--- config.mk ---
export PLATFORM = sky130hd
export DESIGN_NAME = serial_tx_arbiter
export DESIGN_NICKNAME = d
export VERILOG_FILES = /design/src/rtl/serial_tx_arbiter.sv
export SDC_FILE = /design/constraint.sdc
export NUM_CORES = 1
export LEC_CHECK = 0
export CAP_MARGIN = 10
export CORE_ASPECT_RATIO = 1.5
export CORE_MARGIN = 5
export CORE_UTILIZATION = 45
export CTS_CLUSTER_DIAMETER = 80
export DETAILED_ROUTE_END_ITERATION = 10
export GPL_TIMING_DRIVEN = 0
export PLACE_DENSITY = 0.81
export SYNTH_ARGS = -nofsm -noshare
export SYNTH_HDL_FRONTEND = slang
export SYNTH_SLANG_ARGS = --single-unit
--- constraint.sdc ---
create_clock -name clk -period 5.9 [get_ports clk]
set_input_delay 1.18 -clock clk [delete_from_list [all_inputs] [get_ports clk]]
set_output_delay 1.18 -clock clk [all_outputs]
set_load 0.01 [all_outputs]
--- src/rtl/serial_tx_arbiter.sv ---
// Round-robin serial transmitter: frames each granted word with a 6-bit start
// sequence, shifts it out MSB-first, then inserts idle gap cycles.
module serial_tx_arbiter #(
  parameter int NUM_REQ    = 4,
  parameter int DATA_WIDTH = 32,
  parameter int GAP_CYCLES = 2
) (
  input  logic                          clk,
  input  logic                          rst,
  input  logic [NUM_REQ-1:0]            req_valid,
  input  logic [NUM_REQ*DATA_WIDTH-1:0] req_data,
  output logic [NUM_REQ-1:0]            req_ready,
  output logic                          serData,
  output logic                          data_phase,
  output logic                          frame_done,
  output logic                          busy,
  output logic [$clog2(NUM_REQ)-1:0]    grant_id
);
  localparam int GW = $clog2(NUM_REQ);
  localparam int CW = (DATA_WIDTH > 1) ? $clog2(DATA_WIDTH) : 1;
  localparam int PW = (GAP_CYCLES > 1) ? $clog2(GAP_CYCLES) : 1;
  // Bit i is sent in the i-th preamble cycle: 0,1,1,0,1,0.
  localparam logic [7:0]    PREAMBLE_BITS = 8'b0001_0110;
  localparam logic [CW-1:0] DATA_LAST     = CW'(DATA_WIDTH - 1);
  localparam logic [PW-1:0] GAP_LAST      = PW'((GAP_CYCLES > 0) ? GAP_CYCLES - 1 : 0);

  typedef enum logic [1:0] {IDLE, PREAMBLE, DATA, GAP} state_t;

  state_t                state, state_n;
  logic [2:0]            pre_cnt, pre_cnt_n;
  logic [CW-1:0]         bit_cnt, bit_cnt_n;
  logic [PW-1:0]         gap_cnt, gap_cnt_n;
  logic [DATA_WIDTH-1:0] shreg, shreg_n;
  logic [GW-1:0]         last_grant, last_grant_n, grant_id_n;
  logic [GW-1:0]         winner;
  logic                  found;
  logic                  line_n, data_phase_n, frame_done_n, busy_n;

  always_comb begin
    int unsigned idx;
    idx    = 0;
    found  = 1'b0;
    winner = last_grant;
    for (int unsigned k = 1; k <= NUM_REQ; k++) begin
      idx = (int'(last_grant) + k) % NUM_REQ;
      if (!found && req_valid[idx]) begin
        found  = 1'b1;
        winner = GW'(idx);
      end
    end
  end

  always_comb begin
    state_n      = state;
    pre_cnt_n    = pre_cnt;
    bit_cnt_n    = bit_cnt;
    gap_cnt_n    = gap_cnt;
    shreg_n      = shreg;
    last_grant_n = last_grant;
    grant_id_n   = grant_id;
    req_ready    = '0;
    unique case (state)
      IDLE: begin
        if (found && !rst) begin
          req_ready[winner] = 1'b1;
          shreg_n           = req_data[winner*DATA_WIDTH +: DATA_WIDTH];
          last_grant_n      = winner;
          grant_id_n        = winner;
          pre_cnt_n         = '0;
          state_n           = PREAMBLE;
        end
      end
      PREAMBLE: begin
        if (pre_cnt == 3'd5) begin
          bit_cnt_n = '0;
          state_n   = DATA;
        end else begin
          pre_cnt_n = pre_cnt + 3'd1;
        end
      end
      DATA: begin
        shreg_n = shreg << 1;
        if (bit_cnt == DATA_LAST) begin
          if (GAP_CYCLES == 0) begin
            state_n = IDLE;
          end else begin
            gap_cnt_n = '0;
            state_n   = GAP;
          end
        end else begin
          bit_cnt_n = bit_cnt + 1'b1;
        end
      end
      GAP: begin
        if (gap_cnt == GAP_LAST) state_n = IDLE;
        else gap_cnt_n = gap_cnt + 1'b1;
      end
      default: state_n = IDLE;
    endcase

    // Outputs are decoded from the next state so they can be registered
    // while still lining up with the state they describe.
    line_n = 1'b1;
    if (state_n == PREAMBLE) line_n = PREAMBLE_BITS[pre_cnt_n];
    else if (state_n == DATA) line_n = shreg_n[DATA_WIDTH-1];
    data_phase_n = (state_n == DATA);
    frame_done_n = (state_n == DATA) && (bit_cnt_n == DATA_LAST);
    busy_n       = (state_n != IDLE);
  end

  always_ff @(posedge clk) begin
    if (rst) begin
      state      <= IDLE;
      pre_cnt    <= '0;
      bit_cnt    <= '0;
      gap_cnt    <= '0;
      shreg      <= '0;
      last_grant <= GW'(NUM_REQ - 1);
      grant_id   <= '0;
      serData    <= 1'b1;
      data_phase <= 1'b0;
      frame_done <= 1'b0;
      busy       <= 1'b0;
    end else begin
      state      <= state_n;
      pre_cnt    <= pre_cnt_n;
      bit_cnt    <= bit_cnt_n;
      gap_cnt    <= gap_cnt_n;
      shreg      <= shreg_n;
      last_grant <= last_grant_n;
      grant_id   <= grant_id_n;
      serData    <= line_n;
      data_phase <= data_phase_n;
      frame_done <= frame_done_n;
      busy       <= busy_n;
    end
  end
endmodule
---- After elaboration in Yosys (flattened, before gate mapping) ----
Memory sizes are Yosys's and may differ from the RTL's.
Index checks and enable logic that the tools add are counted.
storage, ports and cells
  register bits ........................... 51
  memory bits (read-only) ................. 8
  output and inout bits ................... 10
  memories ................................ 1
operators by class
  add/subtract/negate cells ............... 7
  $lt $le $gt $ge ......................... 7
  eq/ne operators ......................... 10
  shift operators ......................... 1
  mux-type cells .......................... 39
  reduce and logical (&&, ||, !) cells .... 17
memories
  memory           words  bits a word  rd ports  clocked after memory_dff  write ports  line  RTL
  (no name shown)  8      1            1         0                         0            104   if (state_n == PREAMBLE) line_n = PREAMBLE_BITS[pre_cnt_n];
operators with widths
  kind                                                count
  indexed part select 128 x 8 -> 32 bit               1
  one-hot mux 32 bit (2 select lines)                 1
  2-to-1 mux 32 bit                                   1
  2-to-1 mux 2 bit                                    8
  < comparator 2 x 3 -> 1 bit, second input constant  5
  2-to-1 mux 1 bit                                    14
  == test 5 bit, second input constant                2
  2-to-1 mux 5 bit                                    2
  one-hot mux 5 bit (2 select lines)                  1
  binary-select mux 1 bit (select 2 bit)              4
  2-to-1 mux 4 bit                                    2
  one-hot mux 2 bit (4 select lines)                  1
  == test 2 bit, second input constant                3
  logical AND 1 bit                                   6
  2-to-1 mux 3 bit                                    2
  one-hot mux 3 bit (2 select lines)                  1
  AND reduction 2 bit                                 3
  nonzero test 2 bit                                  3
  adder 5 x 1 -> 5 bit, second input constant         1
  adder 2 x 1 -> 2 bit, second input constant         2
  adder 2 bit, second input constant                  2
  == test 2 x 1 -> 1 bit, second input constant       2
  zero test 1 bit                                     4
  < comparator 3 x 4 -> 1 bit, second input constant  1
  other kinds (8)                                     9

---- Longest topological paths before layout ----
  depth in word-level cells ............... 19
  mapped depth ............................ 11
  mapped depth without buffers ............ 9

---- Least setup slack after synthesis ----
OpenSTA, ideal clock, no wires.
  path kind ............................... input to output
  start ................................... input req_valid[3]
  end ..................................... output req_ready[2]
  data arrival time ....................... 2.273 ns
  slack ................................... 2.447 ns
  stages .................................. 7
  cells stage by stage .................... or3_4 -> o31a_1 -> buf_6 -> buf_6 -> nand2_1 -> buf_2 -> nor2_1
on the way
  cells in the longest elaborated chain, start to end .. 18
  elaborated cells between the ends (all ways) .. 30
  classes of those cells .................. 2 x order compare; 20 x mux; 8 x reduce/logical
RTL lines
  element                                                                                            line  RTL
  start, declared                                                                                    10    input logic [NUM_REQ-1:0] req_valid,
  binary-select mux 1 bit (select 2 bit)                                                             46    if (!found && req_valid[idx]) begin
  2-to-1 mux 1 bit (not written as such)                                                             46
  2-to-1 mux 1 bit                                                                                   46
  zero test 1 bit                                                                                    46
  logical AND 1 bit                                                                                  46
  2-to-1 mux 1 bit                                                                                   46
  zero test 1 bit                                                                                    46
  logical AND 1 bit                                                                                  46
  (+2 left out)                                                                                      -
  logical AND 1 bit                                                                                  46
  2-to-1 mux 2 bit                                                                                   46
  < comparator 2 x 3 -> 1 bit (not written as such) or >= comparator 2 x 1 -> 1 bit (tied branches)  65    req_ready[winner] = 1'b1;
  logical AND 1 bit (not written as such)                                                            65
  2-to-1 mux 1 bit (not written as such)                                                             65
  demux 1 bit (select 2 bit)                                                                         65
  2-to-1 mux 4 bit (*)                                                                               64    if (found && !rst) begin
  2-to-1 mux 4 bit (*)                                                                               62    unique case (state)
  end, declared                                                                                      12    output logic [NUM_REQ-1:0] req_ready,
Mark *: on every way between the ends. The rest lies on a longest branch, timed or not. The select of a mux whose other input is x is not followed.

---- Worst setup path after layout ----
  start ................................... input req_valid[3]
  end ..................................... output req_ready[0]
The elaborated chain is that of the path after synthesis.

==> metrics.txt <==
# TYPE chip_impl_metric gauge
chip_impl_metric{name="chipHeight",unit="um"} 124
chip_impl_metric{name="synth_edf_count",unit=""} 0
chip_impl_metric{name="clkPwrFrac",unit="%"} 25.2
chip_impl_info{name="synthTopCellsByArea",value="sky130_fd_sc_hd__dfxtp_1, sky130_fd_sc_hd__a311oi_1, sky130_fd_sc_hd__and3_1"} 1
chip_impl_metric{name="numPortBuffers",unit=""} 143
chip_impl_info{name="cp_top_family",value="buffers and inverters"} 1
chip_impl_metric{name="power.density",unit="nW/um2"} 203
chip_impl_metric{name="synth_seq_cells",unit=""} 51
chip_impl_metric{name="p_leak",unit="nW"} 2.10
chip_impl_metric{name="fp.dieArea",unit="um2"} 10700
chip_impl_info{name="tritoncts_clock_tree",value="built"} 1
chip_impl_metric{name="avgViaCountPerCell",unit=""} 6.34
chip_impl_metric{name="yosysWarningCount",unit=""} 0
chip_impl_metric{name="syn_to_final_growth",unit="%"} 43.6
chip_impl_metric{name="drt_iter0_drc",unit=""} 374
chip_impl_metric{name="worst_clock_skew",unit="ns"} 0.00623
chip_impl_metric{name="crit_path_max_incr_delay",unit="ns"} 0.58
chip_impl_metric{name="clock_tree.htree_level_count",unit=""} 2
chip_impl_metric{name="dieWidth",unit="um"} 86.1
chip_impl_metric{name="placementRows",unit=""} 41
chip_impl_metric{name="critical_path_depth",unit=""} 7
chip_impl_metric{name="initial_cell_density_of_the_core",unit="%"} 46.2
chip_impl_metric{name="share_of_the_clock_period_used_by_the_worst_path_after_layout",unit="%"} 83.8
chip_impl_metric{name="setup_viol",unit=""} 0
chip_impl_info{name="cts_root_buf",value="sky130_fd_sc_hd__clkbuf_16"} 1
chip_impl_metric{name="synth_top_cell_area_share",unit="%"} 26.1
chip_impl_metric{name="grt_first_pass_wirelength",unit="um"} 23500
chip_impl_info{name="crit-reg2reg-launch",value="state[0]$_SDFF_PP0_"} 1
chip_impl_metric{name="grt_start_max_net_pins",unit=""} 16
chip_impl_metric{name="final_core_util",unit="%"} 66.4
chip_impl_metric{name="antenna_violating_nets_post_route",unit=""} 0
chip_impl_info{name="critical-path-top-cell-by-count",value="sky130_fd_sc_hd__clkdlybuf4s50_1"} 1
chip_impl_metric{name="fin_total_pwr",unit="mW"} 1.14
chip_impl_metric{name="critical_path_arrival",unit="ns"} 3.76
chip_impl_info{name="reg_to_reg_critical_path_endpoint",value="shreg[16]$_SDFFE_PP0P_"} 1
chip_impl_metric{name="clock_buffer_count_from_cts",unit=""} 5
chip_impl_metric{name="setup-tns-final",unit="ns"} 0
chip_impl_metric{name="drt_first_pass_iters",unit=""} 5
chip_impl_metric{name="timing.slew.headroom",unit="%"} 53.1
chip_impl_info{name="worst_path_max_delay_cell",value="sky130_fd_sc_hd__clkdlybuf4s50_1"} 1
chip_impl_metric{name="min_period",unit="ns"} 4.94
chip_impl_metric{name="power.net_switching",unit="mW"} 0.391
chip_impl_metric{name="cts.repair_timing.setup_buffer_count",unit=""} 0
chip_impl_metric{name="sequentialPowerShare",unit="%"} 34.8
chip_impl_metric{name="ys_async_sr_fraction",unit="%"} 0
chip_impl_metric{name="power.combinational.fraction",unit="%"} 40.0
chip_impl_info{name="run_status",value="finished, final reports clean"} 1
chip_impl_metric{name="max_slew.worst_pin.slew",unit="ns"} 0.701
chip_impl_info{name="holdCritStartpoint",value="shreg[3]$_SDFFE_PP0P_"} 1
chip_impl_metric{name="groute.usage.overall",unit="%"} 26.8
chip_impl_metric{name="holdBufCountCts",unit=""} 0
chip_impl_metric{name="fraction_of_final_layout_cells_with_drive_strength_greater_than_1",unit="%"} 7.08
chip_impl_metric{name="gp_routability_congestion",unit=""} 0.934
chip_impl_info{name="setup.worst_path.end",value="req_ready[0]"} 1
chip_impl_metric{name="placeableCoreArea",unit="um2"} 8460
chip_impl_metric{name="resize_count_post_cts",unit=""} 0
chip_impl_metric{name="syn_inst",unit=""} 499
chip_impl_info{name="yosys-top-cells-count",value="sky130_fd_sc_hd__dfxtp_1, sky130_fd_sc_hd__clkbuf_1, sky130_fd_sc_hd__and3_1, sky130_fd_sc_hd__nand2_1, sky130_fd_sc_hd__nand3_1"} 1
chip_impl_metric{name="worst_setup_hold_path_clk_slew",unit="ns"} 0.07
chip_impl_info{name="crit_path_start",value="req_valid[3]"} 1
chip_impl_metric{name="routedWlPerCell",unit="um"} 20.0
chip_impl_info{name="rsz_0062_raised_after_global_routing",value="no"} 1
chip_impl_metric{name="routed_wirelength",unit="um"} 15100
chip_impl_metric{name="first_global_vias",unit=""} 4814
chip_impl_metric{name="clock_sink_count",unit=""} 51
chip_impl_info{name="ys.flop_type",value="sky130_fd_sc_hd__dfxtp_1"} 1
chip_impl_info{name="timing.setup.critical_path_class",value="in -> out"} 1
chip_impl_metric{name="synth_fp_nets",unit=""} 641
chip_impl_metric{name="syn_avg_cell_area",unit="um2"} 7.84
chip_impl_info{name="most_instantiated_library_cell_after_synthesis",value="sky130_fd_sc_hd__dfxtp_1"} 1
chip_impl_metric{name="critical_path_buf_inv_count",unit=""} 3
chip_impl_metric{name="finalMaxSlewViolations",unit=""} 0
chip_impl_metric{name="reg2reg_slack",unit="ns"} 3.33
chip_impl_info{name="worst_hold_path_type",value="reg -> reg"} 1
chip_impl_metric{name="yosysUniqueCellTypes",unit=""} 56
chip_impl_info{name="cell_taking_the_most_area_after_synthesis",value="sky130_fd_sc_hd__dfxtp_1"} 1
chip_impl_metric{name="netSwitchingFraction",unit="%"} 34.3
chip_impl_metric{name="p_int",unit="mW"} 0.748
chip_impl_metric{name="critical_path_peak_fanout",unit=""} 10
chip_impl_info{name="critical_path.startpoint_type",value="input port"} 1
chip_impl_metric{name="n_fill_cell",unit=""} 779
chip_impl_metric{name="ff2ff_path_depth",unit=""} 8
chip_impl_metric{name="timing.fmax",unit="MHz"} 202
chip_impl_metric{name="worst_skew_pair.late_latency",unit="ns"} 0.29
chip_impl_metric{name="hpwlAfterDp",unit="um"} 11500
chip_impl_metric{name="synth.cell_area",unit="um2"} 3910
chip_impl_metric{name="hold_viol",unit=""} 0
chip_impl_metric{name="critical_path_required",unit="ns"} 4.72
chip_impl_metric{name="initial_antenna_violation_count",unit=""} 0
chip_impl_metric{name="globalRouteOverflowTotal",unit=""} 0
chip_impl_metric{name="io-pin-count",unit=""} 144
chip_impl_metric{name="vias",unit=""} 4800
chip_impl_metric{name="n_antenna_cell",unit=""} 0
chip_impl_metric{name="ys_seq_area_share",unit="%"} 26.1
chip_impl_metric{name="final_nets",unit=""} 791
chip_impl_metric{name="vdd_drop_max",unit="uV"} 139
chip_impl_metric{name="drc",unit=""} 0
chip_impl_info{name="cp_cell_sequence",value="clkdlybuf4s50_1 -> o41ai_4 -> nor2_2 -> nand2_1 -> clkbuf_1 -> nor2_1 -> clkdlybuf4s50_1"} 1
chip_impl_metric{name="cts_max_path_buffers",unit=""} 2
chip_impl_metric{name="max_cap_violations",unit=""} 0
chip_impl_info{name="critPathCaptureType",value="output pin"} 1
-- sequential cells by signal (all words and copies together), names as in the netlist, 2 cells and up --
signal,cells
bit_cnt,5
last_grant,2
pre_cnt,3
state,2
shreg,32
grant_id,2
-- cell usage in the layout (no fill, tap or decap), drive strengths merged, types with 15 or more instances in the layout --
cell             n
o31ai           23
nor2            18
and3            32
nand3           31
a311oi          26
clkdlybuf4s50  143
buf             15
nand4           22
o21ai           28
a31oi           23
a221oi          20
clkbuf          50
nand2           32
a21oi           22
a21o            25
dfxtp           51
mux2            15
-- tightest hold or removal path: cells and delay by family, from the launching register on --
family,cells,cell delay [ns]
DFF,1,0.31
AOI/OAI and AO/OA,1,0.05
and+or+nand+nor,1,0.09
-- metal layers --
layer / wire [um] / global-route usage [%] / part of all wire, %
met3: 1240 / 4.30 / 8.2
met5: 0 / 0 / 0
met4: 490 / 11.6 / 3.2
met1: 5630 / 30.8 / 37
met2: 7750 / 47.8 / 51
-- power by group through the flow --
stage	Combinational (mW)	Clock, mW	Sequential [mW]
4_1_cts	0.450	0.284	0.395
3_3_place_gp	0.439	0	0.401
6_report	0.455	0.287	0.396
5_1_grt	0.490	0.298	0.398
3_5_place_dp	0.447	0	0.402
2_1_floorplan	0.259	0	0.398
-- layout make-up --
type                       instances  area, um2  area share [%]
clock inverter                     3       15.0           0.267
inverter                           8       30.0           0.534
tap                              107        134            2.38
buffer                            60        282            5.01
timing repair buffer             143       1430            25.5
clock buffer                       5        125            2.23
multi-input combinational        380       2580            45.9
sequential                        51       1020            18.2
-- cells by family (layout without fill, tap and decap cells) --
| group | Yosys count | after routing | share of synthesized area, % |
|---|---|---|---|
| xor+xnor | 1 | 1 | 0.224 |
| simple gates | 163 | 163 | 22.6 |
| buf+inv | 68 | 219 | 7.96 |
| mux | 18 | 18 | 5.18 |
| flops | 51 | 51 | 26.1 |
| fa+ha+maj | 8 | 8 | 2.56 |
| compound gates | 190 | 190 | 35.4 |
-- worst min path at each step --
stage / end / cells past startpoint
6_report: shreg[3]$_SDFFE_PP0P_ / 2
5_1_grt: shreg[11]$_SDFFE_PP0P_ / 2
4_1_cts: shreg[10]$_SDFFE_PP0P_ / 2
3_5_place_dp: shreg[10]$_SDFFE_PP0P_ / 2
3_3_place_gp: shreg[3]$_SDFFE_PP0P_ / 2
2_1_floorplan: shreg[11]$_SDFFE_PP0P_ / 2
-- metrics by stage --
stage          area [um2]  hold WS (ns)  setup WS [ns]  instances
2_1_floorplan        3910         0.472           2.45        499
5_1_grt              5620         0.529          0.861        757
6_report             5620         0.505          0.958        757
3_3_place_gp         5480         0.487           1.03        749
3_5_place_dp         5480         0.500           1.02        749
4_1_cts              5620         0.508           1.01        757
No activity file was read; power rests on OpenSTA's default activity.
